**src/rtl/muacm_in_arb.sv**
```systemverilog
// muacm_in_arb: packet-granular round-robin arbiter sharing the muacm IN pipe
// between N_SRC byte-stream producers, plus in_flush_now generation.
// Optional feature macro: MUACM_ARB_TIMEOUT_EN (stall-timeout grant revocation).

// Per-source slice: gates the source onto the shared pipe when selected.
module muacm_in_arb_lane (
  input  logic       sel,
  input  logic [7:0] data,
  input  logic       last,
  input  logic       valid,
  input  logic       in_ready,
  output logic       ready,
  output logic [7:0] data_m,
  output logic       last_m,
  output logic       valid_m
);
  assign ready   = sel & in_ready;
  assign data_m  = sel ? data : 8'h00;
  assign last_m  = sel & last;
  assign valid_m = sel & valid;
endmodule

module muacm_in_arb #(
  parameter int N_SRC     = 2,
  parameter int MAX_BURST = 64,
  parameter int IDLE_TO   = 255
) (
  input  logic               clk,
  input  logic               rst_n,
  input  logic [8*N_SRC-1:0] src_data,
  input  logic [N_SRC-1:0]   src_last,
  input  logic [N_SRC-1:0]   src_valid,
  output logic [N_SRC-1:0]   src_ready,
  output logic [7:0]         in_data,
  output logic               in_last,
  output logic               in_valid,
  input  logic               in_ready,
  output logic               in_flush_now,
  output logic [2:0]         grant_id
);
  typedef enum logic {IDLE, GNT} state_t;

  state_t                      state_q, state_d;
  logic [2:0]                  rr_ptr;
  logic [7:0]                  byte_cnt;
  logic                        flush_q;
  logic [N_SRC-1:0]            sel;
  logic [N_SRC-1:0][7:0]       data_m;
  logic [N_SRC-1:0]            last_m, valid_m;
  logic [2:0]                  pick;
  logic                        any_valid;
  logic                        xfer, rel_last, rel_cap, rel_to, release_now;
  logic [2:0]                  next_ptr;

  // One slice per source; only the owner in GNT reaches the pipe.
  for (genvar i = 0; i < N_SRC; i++) begin : g_lane
    assign sel[i] = (state_q == GNT) && (grant_id == 3'(i));
    muacm_in_arb_lane u_lane (
      .sel      (sel[i]),
      .data     (src_data[8*i +: 8]),
      .last     (src_last[i]),
      .valid    (src_valid[i]),
      .in_ready (in_ready),
      .ready    (src_ready[i]),
      .data_m   (data_m[i]),
      .last_m   (last_m[i]),
      .valid_m  (valid_m[i])
    );
  end

  // OR-merge the one-hot gated slices onto the pipe.
  always_comb begin
    in_data = '0;
    for (int i = 0; i < N_SRC; i++) in_data = in_data | data_m[i];
    in_last  = |last_m;
    in_valid = |valid_m;
  end

  // Round-robin pick: nearest valid source at or above rr_ptr, wrapping.
  always_comb begin
    int best_d;
    int d;
    pick   = '0;
    best_d = N_SRC;
    d      = 0;
    for (int i = 0; i < N_SRC; i++) begin
      if (src_valid[i]) begin
        d = (i >= int'(rr_ptr)) ? i - int'(rr_ptr) : i + N_SRC - int'(rr_ptr);
        if (d < best_d) begin
          best_d = d;
          pick   = 3'(i);
        end
      end
    end
  end

  assign any_valid   = |src_valid;
  assign xfer        = in_valid & in_ready;
  assign rel_last    = xfer & in_last;
  assign rel_cap     = xfer & (byte_cnt == 8'(MAX_BURST - 1));
  assign release_now = rel_last | rel_cap | rel_to;
  assign next_ptr    = (grant_id == 3'(N_SRC - 1)) ? 3'd0 : grant_id + 3'd1;

`ifdef MUACM_ARB_TIMEOUT_EN
  localparam int STALL_W = $clog2(IDLE_TO + 1);
  logic [STALL_W-1:0] stall_cnt;

  assign rel_to = (state_q == GNT) & ~in_valid & (stall_cnt == STALL_W'(IDLE_TO - 1));

  // Consecutive owner-stall cycles; any valid cycle or leaving GNT clears it.
  always_ff @(posedge clk or negedge rst_n) begin
    if (!rst_n)                            stall_cnt <= '0;
    else if (state_q != GNT || in_valid)   stall_cnt <= '0;
    else if (!rel_to)                      stall_cnt <= stall_cnt + 1'b1;
    else                                   stall_cnt <= '0;
  end
`else
  logic unused_idle_to;
  assign unused_idle_to = ^IDLE_TO;
  assign rel_to         = 1'b0;
`endif

  // FSM state register.
  always_ff @(posedge clk or negedge rst_n) begin
    if (!rst_n) state_q <= IDLE;
    else        state_q <= state_d;
  end

  // FSM next state: arbitrate in IDLE, hold grant until a release event.
  always_comb begin
    state_d = state_q;
    case (state_q)
      IDLE:    if (any_valid)   state_d = GNT;
      GNT:     if (release_now) state_d = IDLE;
      default:                  state_d = IDLE;
    endcase
  end

  // Grant owner, rr pointer, burst counter and flush pulse.
  always_ff @(posedge clk or negedge rst_n) begin
    if (!rst_n) begin
      grant_id <= '0;
      rr_ptr   <= '0;
      byte_cnt <= '0;
      flush_q  <= 1'b0;
    end else begin
      flush_q <= rel_last;
      if (state_q == IDLE) begin
        byte_cnt <= '0;
        if (any_valid) grant_id <= pick;
      end else if (release_now) begin
        rr_ptr   <= next_ptr;
        byte_cnt <= '0;
      end else if (xfer) begin
        byte_cnt <= byte_cnt + 8'd1;
      end
    end
  end

  assign in_flush_now = flush_q;

endmodule

```
**config.mk**
```make
export PLATFORM = sky130hd
export DESIGN_NAME = muacm_in_arb
export DESIGN_NICKNAME = d
export VERILOG_FILES = /design/src/rtl/muacm_in_arb.sv
export SDC_FILE = /design/constraint.sdc
export NUM_CORES = 1
export LEC_CHECK = 0
export CORE_MARGIN = 10
export CORE_UTILIZATION = 37
export DETAILED_ROUTE_END_ITERATION = 6
export GPL_TIMING_DRIVEN = 0
export PLACE_DENSITY = 0.74
export SLEW_MARGIN = 20
export SYNTH_ARGS = -nofsm -noshare
export SYNTH_HDL_FRONTEND = slang
export SYNTH_HIERARCHICAL = 1
export SYNTH_SLANG_ARGS = --single-unit
```
**constraint.sdc**
```tcl
create_clock -name clk -period 1.8 [get_ports clk]
set_clock_uncertainty 0.1 [all_clocks]
set_input_delay 0.36 -clock clk [delete_from_list [all_inputs] [get_ports clk]]
set_output_delay 0.36 -clock clk [all_outputs]
set_load 0.02 [all_outputs]
```
==> impl_results.md, run 1 <==
- Final setup TNS: -3.90 ns
- CTS tree: done
- Slew Limit Fails: 0
- GRT Resource Usage Total: 0.113
- Worst-Margin Slew: 0.559 ns
- Run status: complete, but fails checks
- CTS Buf Count: 3
- Power Total: 1.75 mW
- Cell Count Post-Placement: 176
- Residual DRC count: 0
- GRT overflow: 0
- Sequential area share after synthesis: 0.331
- Crit path max fanout: 5
- Routed length per instance: 14.6 um
- Clk buf depth: 2
- Crit path setup slack, layout: -0.249 ns
- Reg2Reg Launch Point: state_q
- Final worst-path cycle share: 1.14
- Largest net degree at the start of global routing: 13
- WS Path Type: flop to primary output
- Post-layout nets: 187
- Io pins: 39
- Buf+Inv Stages, Crit Path: 3
- Routability cong.: 0.809
- Power per cell area: 1120 mW/mm^2
- Cells along the critical path: clkbuf_8, and2_4, buf_6, and2_4, or2_4, buf_6
- Port Buffers: 36
- Failing checks: setup timing
- Post-detailed-route count of antenna-violating nets: 0
- Clock root buffer: clkbuf_4
- Leakage power: 0.698 nW
- Vias in the first global route: 939
- Die Y: 69.6 um
- DRT Wirelength: 2.74 mm
- Row cnt: 17
- Cell Area, Synth: 908 um^2
- Min cycle time layout: 2.05 ns
- Worst hold path class: input port to asynchronous set/reset pin
- Initial core utilization: 0.399
- Setup violators final: 22
- Data required, critical path: 1.34 ns
- Worst setup EP type: primary output
- RSZ-0062 raised after global routing: yes
- Count of state elements after synthesis: 12
- Via-per-instance ratio: 4.77
- Top-area cell type share of the netlist area: 0.331
- Fin cells: 188
- Post-DP HPWL: 2.05 mm
- Peak VDD IR: 739 uV
- Worst skew pair latency: 0.28 ns
- Vias: 896
- Synth cell types: 28
- Largest stage delay on the critical path: 0.41 ns
- Initial antenna violation count: 0
- Antenna cells: 0
- Synth warn: 6
- Peak Freq: 488 MHz
- Crit path from: state_q
- Final hold violations: 0
- Largest area contributor in the synthesized netlist: dfrtp_1
- H-tree Lvls: 1
- CP arrival: 1.59 ns
- Max-Slew Margin vs Limit: 0.626
- Reg clk slew, reported paths: 0.08 ns
- Clock sinks: 12
- DR pass1 iterations: 3
- Die Span X: 69.6 um
- Reg2Reg Depth: 11
- Initial DRC count: 19
- Top post-synthesis cells by area: dfrtp_1, and2_1, or2_2
- Max Cap Viol: 0
- Die area: 0.00484 mm^2
- Cells after Synth: 109
- Critical path startpoint category: flop
- Mean Syn Cell Area: 8.33 um^2
- Core area: 0.00228 mm^2
- First-pass GRT wire length: 4.61 mm
- Fraction of layout cells with a size suffix above 1: 0.381
- Crit-path slowest cell: dfrtp_1
- P&R area growth vs syn: 71.1%
- Crit-path leading delay family: simple AND/OR/NAND/NOR gates
- Crit path depth: 6
-- kinds of logic (layout without fill, tap and decap cells) --
logic type                 count (synthesis)  after routing  share of synthesized area
and+or+nand+nor                           61             61                      0.376
AOI/OAI and AO/OA                         15             15                      0.117
DFF                                       12             12                      0.331
buffers and inverters                     10             58                     0.0675
xor gates and xnor gates                   5              5                     0.0482
adders and majority gates                  3              3                     0.0413
other                                      2              5                    0.00827
muxes                                      1              1                     0.0110
-- through the flow --
stage	instance area, um^2	utilization	hold WS, ns	setup slack, ns
6_report	1550	0.683	0.338	-0.249
3_3_place_gp	1330	0.583	0.389	-0.544
3_5_place_dp	1330	0.583	0.402	-0.566
4_1_cts	1540	0.675	0.351	-0.244
5_1_grt	1550	0.683	0.369	-0.310
2_1_floorplan	931	-	-0.0356	0.0101
-- placed cells by master (no fill, tap or decap), types with 3 or more instances in the layout --
master / instances
clkdlybuf4s50_1: 23
buf_6: 16
and2_1: 13
dfrtp_1: 12
and2_4: 10
nor2_1: 9
or2_4: 9
nand2_1: 8
buf_4: 7
xnor2_1: 5
conb_1: 5
inv_1: 3
nand3_2: 3
nand3_1: 3
a31oi_1: 3
ha_1: 3
clkbuf_4: 3
-- final timing paths --
path / endpoint / slack [ns]
hold / removal: in_flush_now / 0.34
min in group clk: byte_cnt[7] / 0.43
setup / recovery: in_valid / -0.25
hold reg to reg: byte_cnt[7] / 0.43
max in group asynchronous: grant_id[0] / 0.89
setup reg to reg: byte_cnt[7] / -0.20
-- power breakdown --
| group | switching, mW | internal (mW) |
|---|---|---|
| Clock | 0.0925 | 0.123 |
| Sequential | 0.0463 | 0.317 |
| Combinational | 0.523 | 0.645 |
-- cell type report --
type / count / area [um^2]
buffer: 6 / 62.6
clock buffer: 4 / 36.3
fill: 186 / 722
inverter: 4 / 15.0
multi-input combinational: 90 / 647
sequential: 12 / 300
tap: 28 / 35.0
timing repair buffer: 44 / 458
-- registers in the layout, indices dropped and copies added (netlist names) --
register / count
rr_ptr: 1
in_flush_now: 1
grant_id: 1
byte_cnt: 8
state_q: 1
-- metal layers --
layer  global-route usage  up-vias  part of all wire
met5                    0        -                 0
met3               0.0314        0             0.035
li1                     -      453                 -
met4               0.0133        0                 0
met1                0.122      430              0.37
met2                0.215       13              0.59
-- cells in the mapped netlist --
cell / n
buf_6: 2
nor2_1: 11
nand2_1: 8
o21ai_1: 3
a21oi_1: 3
buf_2: 1
or2_2: 9
ha_1: 3
o21ai_2: 1
a31oi_1: 3
a21boi_1: 1
a211oi_1: 2
buf_4: 2
conb_1: 2
xnor2_1: 5
nand3_2: 1
inv_1: 4
o41a_4: 1
dfrtp_1: 12
nor3_1: 1
nor3_4: 1
clkbuf_1: 1
mux2i_1: 1
and2_1: 23
nand3b_1: 1
nand3_1: 5
nor2b_1: 1
o21ai_0: 1
-- repair_timing --
item / CTS / global route
hold buffers: 0 / 0
resized for setup: 99 / 3
pin swaps: 18 / 8
buffers inserted: 6 / 1
cloned: 1 / 0
endpoints found under the setup margin: 22 / 24
Note: power is estimated with default switching activity, not from simulation.
==> inputs of run 2 (changes only) <==
- HOLD_SLACK_MARGIN: default -> 0.06
==> results of run 2 <==
No change in the layout: final DEF, timing and power equal those of run 1.
==> inputs of run 3 (changes only) <==
- TNS_END_PERCENT: default -> 30
==> run 3 against run 2 <==
  * The run still ends with setup timing left
  * Sequential share of layout area increased by 0.71 points
  * Utilization decreased by 2.4 points
  * Hold slack got worse by 0.0042 ns
  * Design area decreased by 3.5%
  * Clock power about the same
  * Global-route usage decreased by 0.46 points
  * First-iteration DRC count increased by 21%
  * Non-clock buffer count decreased by 1
  * Largest power group unchanged
  * Highest routed layer is now met4
==> impl_results.md, run 3 (same netlist as run 1, synthesis figures left out) <==
- DR pass1 iterations: 4 (+1)
- Post-layout nets: 186 (-0.53%)
- Via-per-instance ratio: 4.73 (-0.81%)
- Post-layout util: 0.659 (-0.0242)
- Commonest non-fill, non-tap cell in the layout: clkdlybuf4s50_1
- Data required, critical path: 1.34 ns (about the same)
- H-tree Lvls: 1 (unchanged)
- P&R area growth vs syn: 65.0%
- Initial DRC count: 23 (+4)
- Residual DRC count: 0 (unchanged)
- Largest net degree at the start of global routing: 13 (unchanged)
- RSZ-0062 raised after global routing: yes
- GRT Resource Usage Total: 0.108 (-0.00461)
- Power Total: 1.69 mW (-3.4%)
- Clock sinks: 12 (unchanged)
- Power per cell area: 1130 mW/mm^2 (+0.16%)
- Crit path setup slack, layout: -0.248 ns (+0.00101 ns)
- Clk buf depth: 2 (unchanged)
- Final hold violations: 0 (unchanged)
- Min cycle time layout: 2.05 ns (-0.00101 ns)
- Hold Slack: 0.333 ns (-0.00418 ns)
- Worst skew pair latency: 0.28 ns (about the same)
- Critical path startpoint category: flop
- Failing checks: setup timing
- CP arrival: 1.59 ns (about the same)
- Vias: 884 (-1.3%)
- Reg clk slew, reported paths: 0.08 ns (about the same)
- Max-Slew Margin vs Limit: 0.632 (+0.00592)
- Die Span X: 69.6 um (unchanged)
- WS Path Type: flop to primary output
- Post-DP HPWL: 2.05 mm (unchanged)
- Leakage power: 0.687 nW (-1.6%)
- Peak Freq: 488 MHz (about the same)
- Final worst-path cycle share: 1.14 (about the same)
- Worst-Margin Slew: 0.550 ns (-0.00885 ns)
- Crit path max fanout: 5 (unchanged)
- Most frequent cells in the layout: clkdlybuf4s50_1, buf_6, dfrtp_1, and2_1, and2_4
- Fraction of layout cells with a size suffix above 1: 0.358 (-0.0228)
- Antenna cells: 0 (unchanged)
- Worst setup EP type: primary output
- Peak VDD IR: 630 uV (-15%)
- Post-detailed-route count of antenna-violating nets: 0 (unchanged)
- Die Y: 69.6 um (unchanged)
- Routability cong.: 0.809 (unchanged)
- Initial antenna violation count: 0 (unchanged)
- CTS Buf Count: 3 (unchanged)
- Row cnt: 17 (unchanged)
- Vias in the first global route: 919 (-2.1%)
- CTS tree: done
- Largest reg by FF count: byte_cnt
- Largest register FFs: 8 (unchanged)
- First-pass GRT wire length: 4.38 mm (-4.9%)
- Io pins: 39 (unchanged)
- Slew Limit Fails: 0 (unchanged)
- Cell Count Post-Placement: 176 (unchanged)
- Clock root buffer: clkbuf_4
- Initial core utilization: 0.399 (unchanged)
- Setup violators final: 21 (-4.5%)
- Max Cap Viol: 0 (unchanged)
- GRT overflow: 0 (unchanged)
- Run status: complete, but fails checks
- Worst hold path class: input port to asynchronous set/reset pin
- Core area: 0.00228 mm^2 (unchanged)
- R2R Setup Slk: -0.10 ns (+0.10 ns)
- Port Buffers: 36 (unchanged)
- Fin cells: 187 (-0.53%)
- Die area: 0.00484 mm^2 (unchanged)
- # hold bufs at CTS: 0 (unchanged)
- Routed length per instance: 14.5 um (-0.49%)
- DRT Wirelength: 2.71 mm (-1.0%)
## run 3: critical path, cell delays in order (launching register included)
cell,delay [ns]
dfrtp_1,0.42
clkbuf_8,0.15
and2_4,0.14
buf_6,0.13
and2_4,0.13
or2_4,0.22
buf_6,0.13
## run 3: per-stage QoR
step	area, um^2	setup TNS, ns	setup WS [ns]
5_1_grt	1500	-4.46	-0.296
6_report	1500	-2.85	-0.248
4_1_cts	1460	-3.03	-0.244
3_5_place_dp	1330	-7.12	-0.566
3_3_place_gp	1330	-6.35	-0.544
2_1_floorplan	931	0	0.0101
## run 3: timing repair
action / 4_1_cts / 5_1_grt
hold endpoints to repair: 0 / 0
endpoints found under the setup margin: 22 / 23
buffers inserted: 4 / 2
gates cloned: 1 / 0
pin swaps: 11 / 2
resized for setup: 86 / 8
## run 3: layout make-up
cell class	instances	area (um^2)
fillers	195	777
multi-input cells	90	622
repair buffers	43	428
flip-flops and latches	12	300
plain buffers	6	62.6
clock buffers	4	36.3
well taps	28	35.0
inverters	4	15.0
## run 3: where the power goes
part           switching (mW)  internal, mW  leakage (nW)
clock                  0.0925         0.123        0.0210
combinational           0.503         0.608         0.510
sequential             0.0445         0.317         0.156
total                   0.640          1.05         0.687
## run 3: path summary, 6_finish.rpt
check / from / to / cells past startpoint
max: state_q / in_valid / 6
min: rst_n / in_flush_now / 1
max reg2reg: state_q / byte_cnt[3] / 10
min reg2reg: byte_cnt[0] / byte_cnt[0] / 1
max in group asynchronous: rst_n / grant_id[0] / 1
min in group clk: byte_cnt[0] / byte_cnt[0] / 1
## run 3: metal layers
| metal | up-vias | wire length [um] | global-route usage |
|---|---|---|---|
| met5 | - | 0 | 0 |
| met4 | 0 | 18 | 0.0266 |
| met3 | 2 | 97 | 0.0314 |
| met2 | 15 | 1580 | 0.200 |
| met1 | 419 | 1020 | 0.117 |
| li1 | 448 | - | - |
==> edit (flow settings as in run 3) <==
Build with the macro `MUACM_ARB_TIMEOUT_EN` defined.
--- a/src/rtl/muacm_in_arb.sv
+++ b/src/rtl/muacm_in_arb.sv
@@ -5,2 +5,4 @@
 // Per-source slice: gates the source onto the shared pipe when selected.
+`define MUACM_ARB_TIMEOUT_EN
+
 module muacm_in_arb_lane (
Check against the original RTL: same outputs for any inputs over 10 cycles, from zero or initial values and one cycle with rst_n low; that may be too few to reach the edited logic, so the function may still have changed.
==> edit against run 3 <==
- the flow still finishes with violations (setup timing)
- setup slack better by 0.084 ns
- cell area grew 31%
- wire length up 27%
- synthesized area is 39% higher
- hold slack gained 0.11 ns
- power grew 25%
- sequential cell count is 8 higher
- critical path depth shrank 1
- critical path type unchanged
==> edit: results (changes against run 3) <==
Setup path
  – Slowest stage delay, CP: 0.43 ns
  – Crit-path leading delay family: simple AND/OR/NAND/NOR gates
  – FF-to-FF Start: byte_cnt[1]
  – Critical Path End: in_data[0]
  – Arrival @ worst endpoint: 1.50 ns (-0.09 ns)
  – Reg2Reg Depth: 5 (-5)
  – Critical path peak fanout: 5 (unchanged)
  – Crit path from: state_q
  – Slowest CP cell: dfrtp_2
  – R2r endpoint: rr_ptr[0]

Placement
  – Post-detail-place hpwl: 2.42 mm (+18%)
  – GP Congestion: 0.821 (+1.5%)
  – Placed Instance Area: 1720 sq um (+29%)
  – I/O Buffers: 36 (unchanged)

CTS
  – Bufs on Longest Clock Path: 2 (unchanged)
  – H-tree depth: 1 (unchanged)
  – Cts bufs inserted: 3 (unchanged)
  – CTS root buf: clkbuf_4
  – Reg clk slew, reported paths: 0.11 ns (+0.03 ns)
  – Clk_lat worst skew: 0.29 ns

Finish
  – # fillers: 291 (+49%)
  – Layout cells sized above 1: 0.353 (-0.00526)
  – Net count, final: 230 (+24%)
  – Largest regs: byte_cnt (8), stall_cnt (8)
  – # diodes: 0 (unchanged)

Logic synthesis
  – Register area share after synthesis: 0.396 (+0.0655)
  – Synth cell types: 33 (+18%)
  – Asr flop ratio synth: 1.00 (unchanged)
  – Yosys Warn Count: 6 (unchanged)
  – Area contributors post-synth: dfrtp_1, and2_1, xor2_1
  – Commonest cells post-synth: and2_1, dfrtp_1, nor2_1

Detailed routing
  – DRT Pass-1 Iters: 4 (unchanged)
  – Initial DRC Count: 33 (+43%)
  – Routed vias/inst: 4.68 (-0.91%)
  – Drt total wl: 3.44 mm (+27%)

GRT
  – Vias in the first global route: 1149 (+25%)
  – Total Routing Usage GR: 0.108 (-0.000217)
  – First-pass GRT wire length: 5.51 mm (+26%)
  – Initial antenna violation count: 0 (unchanged)
  – Largest net degree at the start of global routing: 21 (+8)

Worst hold path
  – Hold Crit Class: reg -> reg
  – Hold Startpoint: stall_cnt[0]
  – WHS Endpoint: stall_cnt[0]
  – Worst hold stages: 1

STA
  – Slew headroom: 0.395 (-0.237)
  – Total negative slack: -2.48 ns (+0.372 ns)
  – Final hold vios: 0 (unchanged)
  – Final hold slack: 0.439 ns (+0.106 ns)
  – Setup WS post-layout: -0.164 ns (+0.0836 ns)
  – Final setup fails: 20 (-4.8%)

Run status
  – Status: finished with violations
  – Violated checks: setup timing

Power
  – Max IR drop VDD: 0.000466 V (-26%)
  – Leak pwr: 0.911 nW (+33%)
-- edit: layout make-up --
cell class              instances  share of cell area
well taps                      46              0.0294
clock buffers                   4              0.0134
multi-input cells             116               0.427
repair buffers                 52               0.244
flip-flops and latches         20               0.257
plain buffers                   4              0.0192
inverters                       5             0.00959
-- edit: power by group --
| part | internal, mW | switching [mW] |
|---|---|---|
| Clock | 0.0861 | 0.131 |
| Combinational | 0.706 | 0.592 |
| Sequential | 0.526 | 0.0704 |
| Total | 1.32 | 0.793 |
-- edit: metrics by stage --
stage	worst slack [ns]	utilization	std cells	power, mW
final	-0.164	0.591	247	2.11
after global routing	-0.263	0.591	247	2.27
after CTS	-0.187	0.561	240	2.00
after detailed placement	-0.523	0.519	227	1.57
after global placement	-0.510	0.519	227	1.56
after floorplan	-0.116	-	145	1.20
-- edit: kinds of logic (layout without fill, tap and decap cells) --
logic type               after synthesis  count (layout)  share of synthesized area
buffers and inverters                  9              65                     0.0446
flip-flops                            20              20                      0.396
AO/OA/AOI/OAI                         12              12                     0.0653
other                                  2               5                    0.00594
XOR/XNOR                              12              12                     0.0832
AND/OR/NAND/NOR                       81              81                      0.348
multiplexers                           1               1                    0.00792
adder cells (fa/ha/maj)                5               5                     0.0495
-- edit: routing by layer --
| metal | global-route usage | wire, um | vias to the layer above |
|---|---|---|---|
| li1 | - | - | 580 |
| met4 | 0.0269 | 14 | 0 |
| met3 | 0.0273 | 168 | 2 |
| met1 | 0.129 | 1500 | 536 |
| met5 | 0 | 0 | - |
| met2 | 0.188 | 1750 | 39 |
-- edit: what timing repair did --
item                       4_1_cts  5_1_grt
pin swaps                       11        2
setup endpoints to repair       23       23
gates cloned                     1        1
setup buffers                    8        6
gates resized for setup         89       11
